[src/rtl/numlock_param_sm.sv]
// numlock_param_sm
//
// Two-button number lock. Button U enters digit 1 and button Z enters
// digit 0. The code is CODE_LEN digits long and is entered MSB first.
// Each digit is accepted on the press and then has to be released
// before the next digit counts. This gives debounce-by-state.
//
// Added over the original lock:
//   - an open window of OPEN_CYCLES cycles,
//   - a saturating count of bad attempts,
//   - a timed lockout of LOCKOUT_CYCLES cycles after MAX_FAILS bad
//     attempts in a row.
//
// Optional feature (macro NUMLOCK_PROG_EN):
//   When the macro is defined, the ports prog_req and prog_code exist.
//   Asserting prog_req in any OPENING cycle stores prog_code as the new
//   code. Reset brings back CODE. When the macro is undefined, the code
//   is the constant CODE.
//
// Interface contract: U and Z are already-debounced levels. They are
// sampled on every rising clk edge. There is no handshake. Every output
// is a registered view of the machine, except the q_* bits, which are a
// plain decode of the state register.
//
// Ports:
//   clk        in   system clock
//   reset      in   synchronous, active-high reset
//   U, Z       in   "1" and "0" buttons (levels)
//   prog_req   in   (NUMLOCK_PROG_EN only) load prog_code during OPENING
//   prog_code  in   (NUMLOCK_PROG_EN only) new code, CODE_LEN bits
//   q_Idle .. q_Lockout  out  one-hot state bits (the FSM state view)
//   digit_idx  out  digits accepted so far
//   fail_cnt   out  consecutive bad attempts (saturates at MAX_FAILS)
//   open_pulse out  high for the first OPENING cycle only
module numlock_param_sm #(
    parameter int                     CODE_LEN       = 4,
    parameter logic [CODE_LEN-1:0]    CODE           = 4'b1011,
    parameter int                     OPEN_CYCLES    = 16,
    parameter int                     MAX_FAILS      = 3,
    parameter int                     LOCKOUT_CYCLES = 64
) (
    input  logic                              clk,
    input  logic                              reset,
    input  logic                              U,
    input  logic                              Z,
`ifdef NUMLOCK_PROG_EN
    input  logic                              prog_req,
    input  logic [CODE_LEN-1:0]               prog_code,
`endif
    output logic                              q_Idle,
    output logic                              q_Get,
    output logic                              q_Wait,
    output logic                              q_Opening,
    output logic                              q_Bad,
    output logic                              q_Lockout,
    output logic [$clog2(CODE_LEN+1)-1:0]     digit_idx,
    output logic [$clog2(MAX_FAILS+1)-1:0]    fail_cnt,
    output logic                              open_pulse
);

    localparam int DW   = $clog2(CODE_LEN + 1);
    localparam int FW   = $clog2(MAX_FAILS + 1);
    localparam int TMAX = (OPEN_CYCLES > LOCKOUT_CYCLES) ? OPEN_CYCLES : LOCKOUT_CYCLES;
    localparam int TW   = $clog2(TMAX + 1);

    typedef enum logic [2:0] {
        S_IDLE    = 3'd0,
        S_GET     = 3'd1,
        S_WAIT    = 3'd2,
        S_OPENING = 3'd3,
        S_BAD     = 3'd4,
        S_LOCKOUT = 3'd5
    } state_t;

    state_t            state_q, state_d;
    logic [DW-1:0]     idx_q, idx_d;
    logic [FW-1:0]     fail_q, fail_d;
    logic [TW-1:0]     timer_q, timer_d;
    logic              pulse_q, pulse_d;
    logic [CODE_LEN-1:0] code_r;

    logic              any_btn;
    logic              one_btn;
    logic              both_btn;
    logic [CODE_LEN-1:0] code_shift;
    logic              exp_bit;
    logic              digit_ok;
    logic [FW-1:0]     fail_inc;

    // Code storage. It is a register only when reprogramming is built in.
`ifdef NUMLOCK_PROG_EN
    always_ff @(posedge clk) begin
        if (reset) begin
            code_r <= CODE;
        end else if (state_q == S_OPENING && prog_req) begin
            code_r <= prog_code;
        end
    end
`else
    assign code_r = CODE;
`endif

    assign any_btn  = U | Z;
    assign both_btn = U & Z;
    assign one_btn  = U ^ Z;

    // The expected digit is code[CODE_LEN-1-idx]. Shifting the code left
    // by idx puts that digit at the MSB without a negative index. When
    // idx is out of range, the shift yields 0, and idx never reaches that
    // range in the states that use exp_bit.
    assign code_shift = code_r << idx_q;
    assign exp_bit    = code_shift[CODE_LEN-1];
    assign digit_ok   = one_btn && (U == exp_bit);

    assign fail_inc = (fail_q == FW'(MAX_FAILS)) ? fail_q : fail_q + FW'(1);

    always_ff @(posedge clk) begin
        if (reset) begin
            state_q <= S_IDLE;
            idx_q   <= '0;
            fail_q  <= '0;
            timer_q <= '0;
            pulse_q <= 1'b0;
        end else begin
            state_q <= state_d;
            idx_q   <= idx_d;
            fail_q  <= fail_d;
            timer_q <= timer_d;
            pulse_q <= pulse_d;
        end
    end

    always_comb begin
        state_d = state_q;
        idx_d   = idx_q;
        fail_d  = fail_q;
        timer_d = '0;          // timer reads zero outside its own states
        pulse_d = 1'b0;
        unique case (state_q)
            S_IDLE: begin
                if (both_btn) begin
                    state_d = S_BAD;
                    idx_d   = '0;
                    fail_d  = fail_inc;
                end else if (digit_ok) begin
                    state_d = S_GET;
                    idx_d   = DW'(1);
                end
                // A wrong single press in IDLE is ignored and does not count as a failure.
            end
            S_GET: begin
                if (!any_btn) begin
                    if (idx_q == DW'(CODE_LEN)) begin
                        state_d = S_OPENING;
                        pulse_d = 1'b1;
                        idx_d   = '0;
                        fail_d  = '0;
                    end else begin
                        state_d = S_WAIT;
                    end
                end
            end
            S_WAIT: begin
                if (any_btn) begin
                    if (digit_ok) begin
                        state_d = S_GET;
                        idx_d   = idx_q + DW'(1);
                    end else begin
                        state_d = S_BAD;
                        idx_d   = '0;
                        fail_d  = fail_inc;
                    end
                end
            end
            S_BAD: begin
                if (!any_btn) begin
                    state_d = (fail_q == FW'(MAX_FAILS)) ? S_LOCKOUT : S_IDLE;
                end
            end
            S_OPENING: begin
                if (timer_q == TW'(OPEN_CYCLES - 1)) begin
                    state_d = S_IDLE;
                end else begin
                    timer_d = timer_q + TW'(1);
                end
            end
            S_LOCKOUT: begin
                if (timer_q == TW'(LOCKOUT_CYCLES - 1)) begin
                    state_d = S_IDLE;
                    fail_d  = '0;
                end else begin
                    timer_d = timer_q + TW'(1);
                end
            end
            default: begin
                // An illegal encoding recovers to IDLE on the next edge.
                state_d = S_IDLE;
                idx_d   = '0;
                fail_d  = '0;
            end
        endcase
    end

    // State decode. An illegal encoding shows as IDLE, so exactly one
    // q_* bit is high even in the cycle before recovery.
    always_comb begin
        q_Idle    = 1'b0;
        q_Get     = 1'b0;
        q_Wait    = 1'b0;
        q_Opening = 1'b0;
        q_Bad     = 1'b0;
        q_Lockout = 1'b0;
        case (state_q)
            S_GET:     q_Get     = 1'b1;
            S_WAIT:    q_Wait    = 1'b1;
            S_OPENING: q_Opening = 1'b1;
            S_BAD:     q_Bad     = 1'b1;
            S_LOCKOUT: q_Lockout = 1'b1;
            default:   q_Idle    = 1'b1;
        endcase
    end

    assign digit_idx  = idx_q;
    assign fail_cnt   = fail_q;
    assign open_pulse = pulse_q;

endmodule

[config.mk]
export PLATFORM = sky130hd
export DESIGN_NAME = numlock_param_sm
export DESIGN_NICKNAME = d
export VERILOG_FILES = /design/src/rtl/numlock_param_sm.sv
export SDC_FILE = /design/constraint.sdc
export NUM_CORES = 1
export LEC_CHECK = 0
export ABC_AREA = 1
export BUFFER_PORTS_ARGS = -buffer_cell sky130_fd_sc_hd__buf_2
export CORE_ASPECT_RATIO = 1.5
export CORE_MARGIN = 2
export CORE_UTILIZATION = 55
export CTS_CLUSTER_DIAMETER = 30
export DETAILED_ROUTE_END_ITERATION = 6
export HOLD_SLACK_MARGIN = 0.12
export PLACE_DENSITY = 0.84
export SYNTH_ARGS = -nofsm -noshare
export SYNTH_HDL_FRONTEND = slang
export SYNTH_SLANG_ARGS = --single-unit
[constraint.sdc]
create_clock -name clk -period 1.7 [get_ports clk]
set_input_delay 0.085 -clock clk [delete_from_list [all_inputs] [get_ports clk]]
set_output_delay 0.085 -clock clk [all_outputs]
set_load 0.05 [all_outputs]
Yosys cells after proc, flatten, opt, wreduce, memory -nomap -nowiden
Index checks and enable logic that the tools add are counted.
Widths: inputs -> output; s select.
{"block": "word_totals", "in_bits": 4, "output_inout_bits": 12, "regBits": 16}
{"block": "op_classes", "eq_ne": 19, "muxes": 35, "shifts": 1, "bitwise_logic": 6, "n_reduce_logical": 9, "n_addsub": 3}
{"operator": "$mux 3", "count": 14}
{"operator": "$pmux 3 s6", "count": 1}
{"operator": "$ne 2x2->1 const B", "count": 8}
{"operator": "$mux 2", "count": 7}
{"operator": "$mux 7", "count": 2}
{"operator": "$pmux 7 s2", "count": 1}
{"operator": "$pmux 3 s4", "count": 1}
{"operator": "$pmux 2 s5", "count": 1}
{"operator": "$eq 3x3->1 const B", "count": 3}
{"operator": "$mux 1", "count": 8}
{"operator": "$add 7x1->7 const B", "count": 1}
{"operator": "$eq 7x4->1 const B", "count": 1}
{"operator": "$eq 7x6->1 const B", "count": 1}
{"operator": "$reduce_and 7->1", "count": 1}
{"operator": "$eq 3x2->1 const B", "count": 2}
{"operator": "$reduce_and 6->1", "count": 1}
{"operator": "$reduce_or 3->1", "count": 2}
{"operator": "$reduce_and 5->1", "count": 1}
{"operator": "$reduce_or 5->1", "count": 1}
{"operator": "$shl 4x3->4 const A", "count": 1}
{"operator": "$add 3x1->3 const B", "count": 1}
{"operator": "$eq 3x1->1 const B", "count": 1}
{"operator": "$logic_not 3->1", "count": 1}
{"operator": "$ne 3x3->1 const B", "count": 1}
{"operator": "9 further kinds", "count": 11}

Longest topological paths before layout
Gate-level depths: netlist of run 1.
{"block": "logic_depth", "word_depth": 6, "mapped_depth": 12, "ltp_nobuf": 12}

Least setup slack after synthesis of run 1
Ideal clock, no wire load.
{"block": "synth_timing", "kind": "reg2out", "start": "reg state_q[2]", "end": "out q_Idle", "path_buffers": 0, "path_stages_with_launch": 5, "t_arrival_ns": 2.035, "setup_slack_ns": -0.420, "path_cell_list": "dfxtp_1 -> inv_2 -> nand3_1 -> inv_1 -> nor3_1"}
{"block": "synth_via", "elab_chain_len": 3, "word_cells_on_any_way": 7, "cone_classes": "eq/ne: 5; mux: 1; reduce/logical: 1"}
{"item": "start: declaration", "line": "75", "rtl": "state_t state_q, state_d;"}
{"item": "start signal: assignment", "line": "125", "rtl": "state_q <= state_d;"}
{"item": "$eq 3x3->1 (tied with other cells)", "line": "213", "rtl": "case (state_q)"}
{"item": "$reduce_or 5->1 (no line) (*)"}
{"item": "$mux 1 (*)", "line": "213"}
{"item": "end: declaration", "line": "50", "rtl": "output logic q_Idle,"}
Every way passes the cells marked *; elsewhere a longest branch is shown, timed or not.

Final worst setup path of run 1
{"block": "layout_timing", "start": "reg state_q[1]", "end": "out q_Idle"}
The elaborated chain is that of the path after synthesis.

==> results of run 1 <==
worst max-delay path, stage by stage (launching register included):
cell     delay, ns
dfxtp_2       0.38
inv_2         0.09
nand3_1       0.16
nand3_1       0.20
nor3_2        0.15
buf_4         0.22
cell families after synthesis:
logic type	synth area share, %
buffers and inverters	11.8
AOI/OAI and AO/OA	7.40
and+or+nand+nor	43.5
xor gates and xnor gates	0.785
DFF	28.7
adders and majority gates	7.85
layout by cell type (no fill, tap or decap), drive strengths merged:
master / Yosys / routed
dlygate4sd3: 0 / 1
o21a: 1 / 1
buf: 1 / 15
a21oi: 4 / 4
clkbuf: 0 / 4
nand3b: 2 / 2
nor3: 3 / 3
nand2: 43 / 43
nor2: 35 / 35
dfxtp: 16 / 16
o221a: 1 / 1
ha: 7 / 7
nand3: 19 / 19
xor2: 1 / 1
nor4: 1 / 1
a21boi: 1 / 1
o21ai: 5 / 5
nand4: 4 / 4
inv: 33 / 33
final cells by class:
cell class	instances	area share, %
multi-input combinational	127	52.6
sequential	16	25.8
inverter	33	9.72
tap	22	2.16
timing repair buffer	16	6.88
clock buffer	4	2.85
metal layers:
layer  up-vias  share of wire [%]
met5         -                  0
met4         0                2.9
met3        10                2.9
met2        25                 56
met1       529                 39
li1        591                  -
power by group through the flow:
| stage | sequential (mW) | combinational (mW) | clock (mW) |
|---|---|---|---|
| after global routing | 0.528 | 1.33 | 0.278 |
| after global placement | 0.513 | 1.16 | 0 |
| final | 0.521 | 1.21 | 0.269 |
| after detailed placement | 0.518 | 1.19 | 0 |
| after CTS | 0.511 | 1.21 | 0.269 |
| after floorplan | 0.583 | 0.897 | 0 |
flip-flops by register name, indices dropped and copies added (netlist names):
register / count
digit_idx: 3
fail_cnt: 2
open_pulse: 1
state_q: 3
timer_q: 7
how the worst max path moves through the flow:
stage,start,end,cells after the start
final,state_q[1],q_Idle,5
after global routing,state_q[1],q_Idle,5
after CTS,state_q[2],q_Idle,5
after detailed placement,state_q[0],digit_idx[2],9
after global placement,digit_idx[0],digit_idx[2],11
after floorplan,state_q[2],q_Idle,4
repair_timing:
item	CTS	global route
gates resized for setup	2	4
setup endpoints to repair	1	2
endpoints found under the hold margin	3	0
hold buffers	1	0
==> out/summary.log, run 1 <==
INFO  critical_path  r2r_start=timer_q[0]
INFO  clock_tree     cts_clock_pin_slew_for_the_worst_setup_and_hold_paths=0.10ns
INFO  critical_path  rr_worst_depth=9
INFO  power_and_ir_drop total_power=2.00mW
INFO  final_layout   n_antenna_cell=0
INFO  routing        vias=1155
INFO  timing         tns=0ns
INFO  clock_tree     cts-root-buf=clkbuf_4
INFO  floorplan      floorplan.core_area=1980µm²
INFO  job            max_cap_viol_count=0
INFO  floorplan      die_h=59.2µm
INFO  placement      placement.io_buffers=15
INFO  synth          mappedNetlistNets=188
INFO  routing        initial_drt_markers=43
INFO  floorplan      floorplan.die_area=2410µm²
INFO  timing         hold_violations=0
INFO  floorplan      pin_count=16
INFO  floorplan      die-width=40.8µm
INFO  global_route   number_of_antenna_violations_at_the_first_check_in_global_routing=0
INFO  synth          synth-main-ff-cell=dfxtp_1
INFO  timing         final.min_clock_period=1.59ns
INFO  synth          async_reset_ff_share=0%
INFO  critical_path  critical_path.reg2reg.endpoint=state_q[2]
INFO  timing         min_period_over_period=93.4%
INFO  global_route   first_global_vias=1082
INFO  timing         max_slew.worst_pin.slew=0.320ns
INFO  global_route   remaining_global_route_overflow=0
INFO  timing         post-route-worst-setup-slack=0.113ns
INFO  synth          mean_cell_area_of_the_mapped_netlist=6.31µm²
INFO  timing         unrepaired_setup_endpoints_after_global_routing=no
INFO  final_layout   layout.cell_area.non_filler=1270µm²
INFO  clock_tree     clk_latency=0.30ns
INFO  global_route   gr-usage-all-layers=24.7%
INFO  power_and_ir_drop power.share.combinational=60.5%
INFO  power_and_ir_drop p_int=927µW
INFO  synth          synth_area=1120µm²
INFO  global_route   grt.met1_usage=25.3%
INFO  synth          synth_top_cells_by_count=40 x nand2_1, 32 x nor2_1, 30 x inv_1
INFO  power_and_ir_drop cellLeakagePower=0.702nW
INFO  critical_path  cp_data_arrival_time=1.50ns
INFO  routing        detail_route.vias_per_cell=5.30
INFO  clock_tree     clock_sinks=16
INFO  synth          ys_seq_area_share=28.7%
INFO  power_and_ir_drop pwr-share-seq=26.0%
INFO  critical_path  path_max_fanout=7
INFO  status         outcome=finished clean
INFO  clock_tree     clk_path_buf_depth=2
INFO  global_route   use_met3=2.26%
INFO  power_and_ir_drop share_clk_of_total_power=13.5%
INFO  routing        drt_drc_violations_left=0
INFO  placement      place.detailed.hpwl=2.19mm
INFO  critical_path  worstPathRequired=1.62ns
INFO  placement      place_worst_setup_slack=0.157ns
INFO  power_and_ir_drop switching_share=53.7%
INFO  critical_path  worst-setup-path-type=flop to output pin
INFO  synth          ys_types=25
INFO  critical_path  startpoint_types=flop
INFO  global_route   grt_util_met2=43.8%
INFO  timing         final.hold.worst_slack=0.305ns
INFO  synth          synth_top_cells_by_area=dfxtp_1 29%, nand2_1 13%, nor2_1 11%
INFO  global_route   grt_start_max_net_pins=10
INFO  timing         fin_max_slew_vios=0
INFO  timing         worst_skew=0.00544ns
INFO  min_path       hold_path_end=open_pulse
INFO  synth          synth_top_cell_by_area=dfxtp_1
INFO  final_layout   design.final.nets=208
INFO  clock_tree     tritoncts=done
INFO  timing         slew_headroom=78.6%
INFO  min_path       holdCritStartpoint=Z
INFO  power_and_ir_drop powerDensity=1570nW/µm²
INFO  clock_tree     cts_inserted_buffers=3
INFO  timing         max_freq=630MHz
INFO  critical_path  setup.worst_path.end_class=output pin
INFO  synth          synth_warnings=0
INFO  routing        postRouteWirelength=2.62mm
INFO  routing        router_iterations_before_antenna_repair=4
INFO  floorplan      initial_cell_density_of_the_core=56.5%
INFO  final_layout   drive_above_1_share=20.4%
INFO  routing        detail-route-antenna-nets=0
INFO  global_route   grt_pass1_wl=4.13mm
INFO  power_and_ir_drop net-switching-power=1.07mW
INFO  floorplan      core.rowCount=20
INFO  placement      gpl.final_weighted_congestion=0.955
INFO  final_layout   seqCellArea=329µm²
INFO  routing        wl_per_cell=12.0µm
INFO  power_and_ir_drop ir_drop=0.00113V
INFO  synth          synth_top_area_share=28.7%
INFO  critical_path  r2r_slack=0.15ns
INFO  synth          synth_cells=177
INFO  global_route   grt-busiest-layer=met2
INFO  final_layout   area_growth_syn_to_layout=14.1%
INFO  final_layout   final-instance-count-excl-fill=218
INFO  final_layout   final_core_occ=64.4%
INFO  synth          yosysMostFrequentCell=nand2_1
INFO  synth          synth-seq-cells=16
INFO  min_path       holdCritPathClass=input port to flop
INFO  final_layout   multi_input_comb_area=669µm²
INFO  synth          synth-edff-count=0
INFO  placement      detailed_place.area=1220µm²
INFO  clock_tree     cts_setup_buffers=0
INFO  final_layout   fillCellCount=193
INFO  min_path       worstHoldPathCells=5
INFO  placement      placedCellCount=213
INFO  clock_tree     htreeDepth=1
INFO  timing         timing.final.setup_violations=0
Power figures use the tool's default switching activity.
==> inputs of run 2 (changes only) <==
--- a/config.mk
+++ b/config.mk
@@ -7,13 +7,15 @@
 export LEC_CHECK = 0
 export ABC_AREA = 1
 export BUFFER_PORTS_ARGS = -buffer_cell sky130_fd_sc_hd__buf_2
+export CELL_PAD_IN_SITES_DETAIL_PLACEMENT = 0
+export CELL_PAD_IN_SITES_GLOBAL_PLACEMENT = 1
 export CORE_ASPECT_RATIO = 1.5
 export CORE_MARGIN = 2
-export CORE_UTILIZATION = 55
+export CORE_UTILIZATION = 39
 export CTS_CLUSTER_DIAMETER = 30
 export DETAILED_ROUTE_END_ITERATION = 6
 export HOLD_SLACK_MARGIN = 0.12
-export PLACE_DENSITY = 0.84
+export PLACE_DENSITY = 0.85
 export SYNTH_ARGS = -nofsm -noshare
 export SYNTH_HDL_FRONTEND = slang
 export SYNTH_SLANG_ARGS = --single-unit
==> run 2 against run 1 <==
Against the previous run: sequential share of layout area down 1.3 points; clock skew down 0.0036 ns; critical endpoint unchanged; largest cell class unchanged; utilization down 15 points; wire length down 2.0%; first-iteration DRC count down 37%; hold slack better by 0.046 ns; design area up 4.0%; critical path type unchanged; sequential cell count unchanged; non-clock buffer count unchanged; global-route usage down 7.4 points; critical path depth unchanged.
==> out/summary.log, run 2 (synthesis gave the netlist of run 1 again) <==
INFO  routing        detail-route-antenna-nets=0
INFO  timing         max_slew.worst_pin.slew=0.306ns
INFO  timing         final.min_clock_period=1.57ns
INFO  clock_tree     cts_clock_pin_slew_for_the_worst_setup_and_hold_paths=0.06ns
INFO  routing        wl_per_cell=11.0µm
INFO  final_layout   largest_reg_flops=7
INFO  critical_path  crit_slowest_cell=dfxtp_1
INFO  floorplan      core.rowCount=23
INFO  final_layout   largest-register=timer_q
INFO  critical_path  timing.critical_path.cells=inv_2 -> nand3_2 -> nand3_1 -> nor3_2 -> clkbuf_4
INFO  power_and_ir_drop power.share.combinational=58.2%
INFO  final_layout   design.final.nets=208
INFO  routing        postRouteWirelength=2.57mm
INFO  floorplan      floorplan.core_area=2710µm²
INFO  timing         fin_max_slew_vios=0
INFO  routing        vias=1119
INFO  job            max_cap_viol_count=0
INFO  placement      place.detailed.hpwl=2.09mm
INFO  timing         timing.final.setup_violations=0
INFO  power_and_ir_drop p_int=999µW
INFO  critical_path  critical-path-max-stage-delay=0.41ns
INFO  global_route   first_global_vias=1036
INFO  final_layout   drive_above_1_share=21.4%
INFO  timing         slew_headroom=79.6%
INFO  min_path       holdCritPathClass=input port to flop
INFO  status         outcome=finished clean
INFO  critical_path  setup.worst_path.end_class=output pin
INFO  final_layout   n_antenna_cell=0
INFO  timing         max_freq=636MHz
INFO  power_and_ir_drop pwr-share-seq=25.2%
INFO  floorplan      floorplan.die_area=3310µm²
INFO  clock_tree     tritoncts=done
INFO  timing         worst_skew=0.00187ns
INFO  timing         hold_violations=0
INFO  critical_path  path_max_fanout=7
INFO  floorplan      pin_count=16
INFO  final_layout   area_growth_syn_to_layout=18.7%
INFO  power_and_ir_drop ir_drop=0.00100V
INFO  clock_tree     clk_latency=0.25ns
INFO  floorplan      die_h=69.5µm
INFO  critical_path  cp_data_arrival_time=1.49ns
INFO  global_route   gr-usage-all-layers=17.3%
INFO  routing        detail_route.vias_per_cell=4.80
INFO  clock_tree     clk_path_buf_depth=2
INFO  global_route   grt_pass1_wl=4.32mm
INFO  final_layout   layout_commonest_cell=nand2_1
INFO  critical_path  startpoint_types=flop
INFO  placement      placement.io_buffers=15
INFO  floorplan      die-width=47.7µm
INFO  global_route   grt_start_max_net_pins=10
INFO  floorplan      initial_cell_density_of_the_core=41.3%
INFO  power_and_ir_drop switching_share=51.7%
INFO  power_and_ir_drop share_clk_of_total_power=16.6%
INFO  power_and_ir_drop cellLeakagePower=0.711nW
INFO  critical_path  worst-setup-path-type=flop to output pin
INFO  clock_tree     cts_inserted_buffers=3
INFO  placement      detailed_place.area=1240µm²
INFO  timing         min_period_over_period=92.5%
INFO  clock_tree     cts-root-buf=clkbuf_8
INFO  routing        router_iterations_before_antenna_repair=4
INFO  placement      gpl.final_weighted_congestion=0.888
INFO  global_route   number_of_antenna_violations_at_the_first_check_in_global_routing=0
INFO  global_route   remaining_global_route_overflow=0
INFO  clock_tree     clock_sinks=16
INFO  critical_path  worstPathRequired=1.62ns
INFO  final_layout   layout.cell_area.non_filler=1330µm²
INFO  routing        drt_drc_violations_left=0
INFO  timing         unrepaired_setup_endpoints_after_global_routing=no
INFO  power_and_ir_drop powerDensity=1560nW/µm²
INFO  routing        initial_drt_markers=27
INFO  clock_tree     htreeDepth=1
INFO  power_and_ir_drop net-switching-power=1.07mW
INFO  final_layout   layout_common_cells=40 x nand2_1, 30 x inv_1, 30 x nor2_1
INFO  timing         final.hold.worst_slack=0.351ns
==> run 2: cell count changes in the layout (fill, tap and decap cells not counted), moves of 2 or more <==
cell and delta:
nor2_1 -2, clkbuf_4 -2, clkbuf_8 +3, nor2_2 +2
==> run 2: path summary, 6_finish.rpt <==
check	from	end	slack (ns)	cells after the start
max	state_q[1]	q_Idle	0.13	5
min	Z	open_pulse	0.35	5
max reg2reg	timer_q[0]	state_q[0]	0.18	9
min reg2reg	timer_q[0]	timer_q[0]	0.45	1
==> run 2: stage by stage <==
stage	worst slack [ns]	TNS, ns	utilization [%]	power [mW]	std cells
after global placement	0.160	0	45.7	1.70	228
after global routing	0.0160	0	49.0	2.26	233
after CTS	0.0418	0	48.1	2.07	233
after detailed placement	0.124	0	45.7	1.71	228
after floorplan	-0.00498	-0.00498	-	1.48	177
final	0.127	0	49.0	2.07	233
==> run 2: power by group through the flow <==
stage	clock network [mW]	registers [mW]	logic (mW)
2_1_floorplan	0	0.583	0.897
6_report	0.345	0.522	1.20
4_1_cts	0.357	0.513	1.20
5_1_grt	0.365	0.530	1.37
3_3_place_gp	0	0.514	1.18
3_5_place_dp	0	0.519	1.19
==> run 2: layout make-up <==
cell class	count	area, µm²
inverter	33	124
multi-input combinational	127	687
timing repair buffer	16	87.6
clock buffer	4	55.1
sequential	16	325
fill	300	1380
tap	37	46.3
==> run 2: what timing repair did <==
item                       in CTS  in global routing
buffers inserted                0                  0
hold buffers                    1                  0
setup endpoints to repair       1                  4
hold endpoints to repair        3                  0
gates resized for setup         1                  7
pin swaps                       0                  0
==> run 2: worst max-delay path, delay by kind of cell (launching register included) <==
kind	cells	cell delay, ns
buffers and inverters	2	0.37
flip-flops	1	0.41
AND/OR/NAND/NOR	3	0.45
==> run 2: routing by layer <==
metal,track usage (%),share of wire [%],vias to the layer above
met5,0,0,-
met4,8.41,1.8,0
met3,1.82,3.4,5
met2,28.9,53,30
met1,20.5,42,494
li1,-,-,590
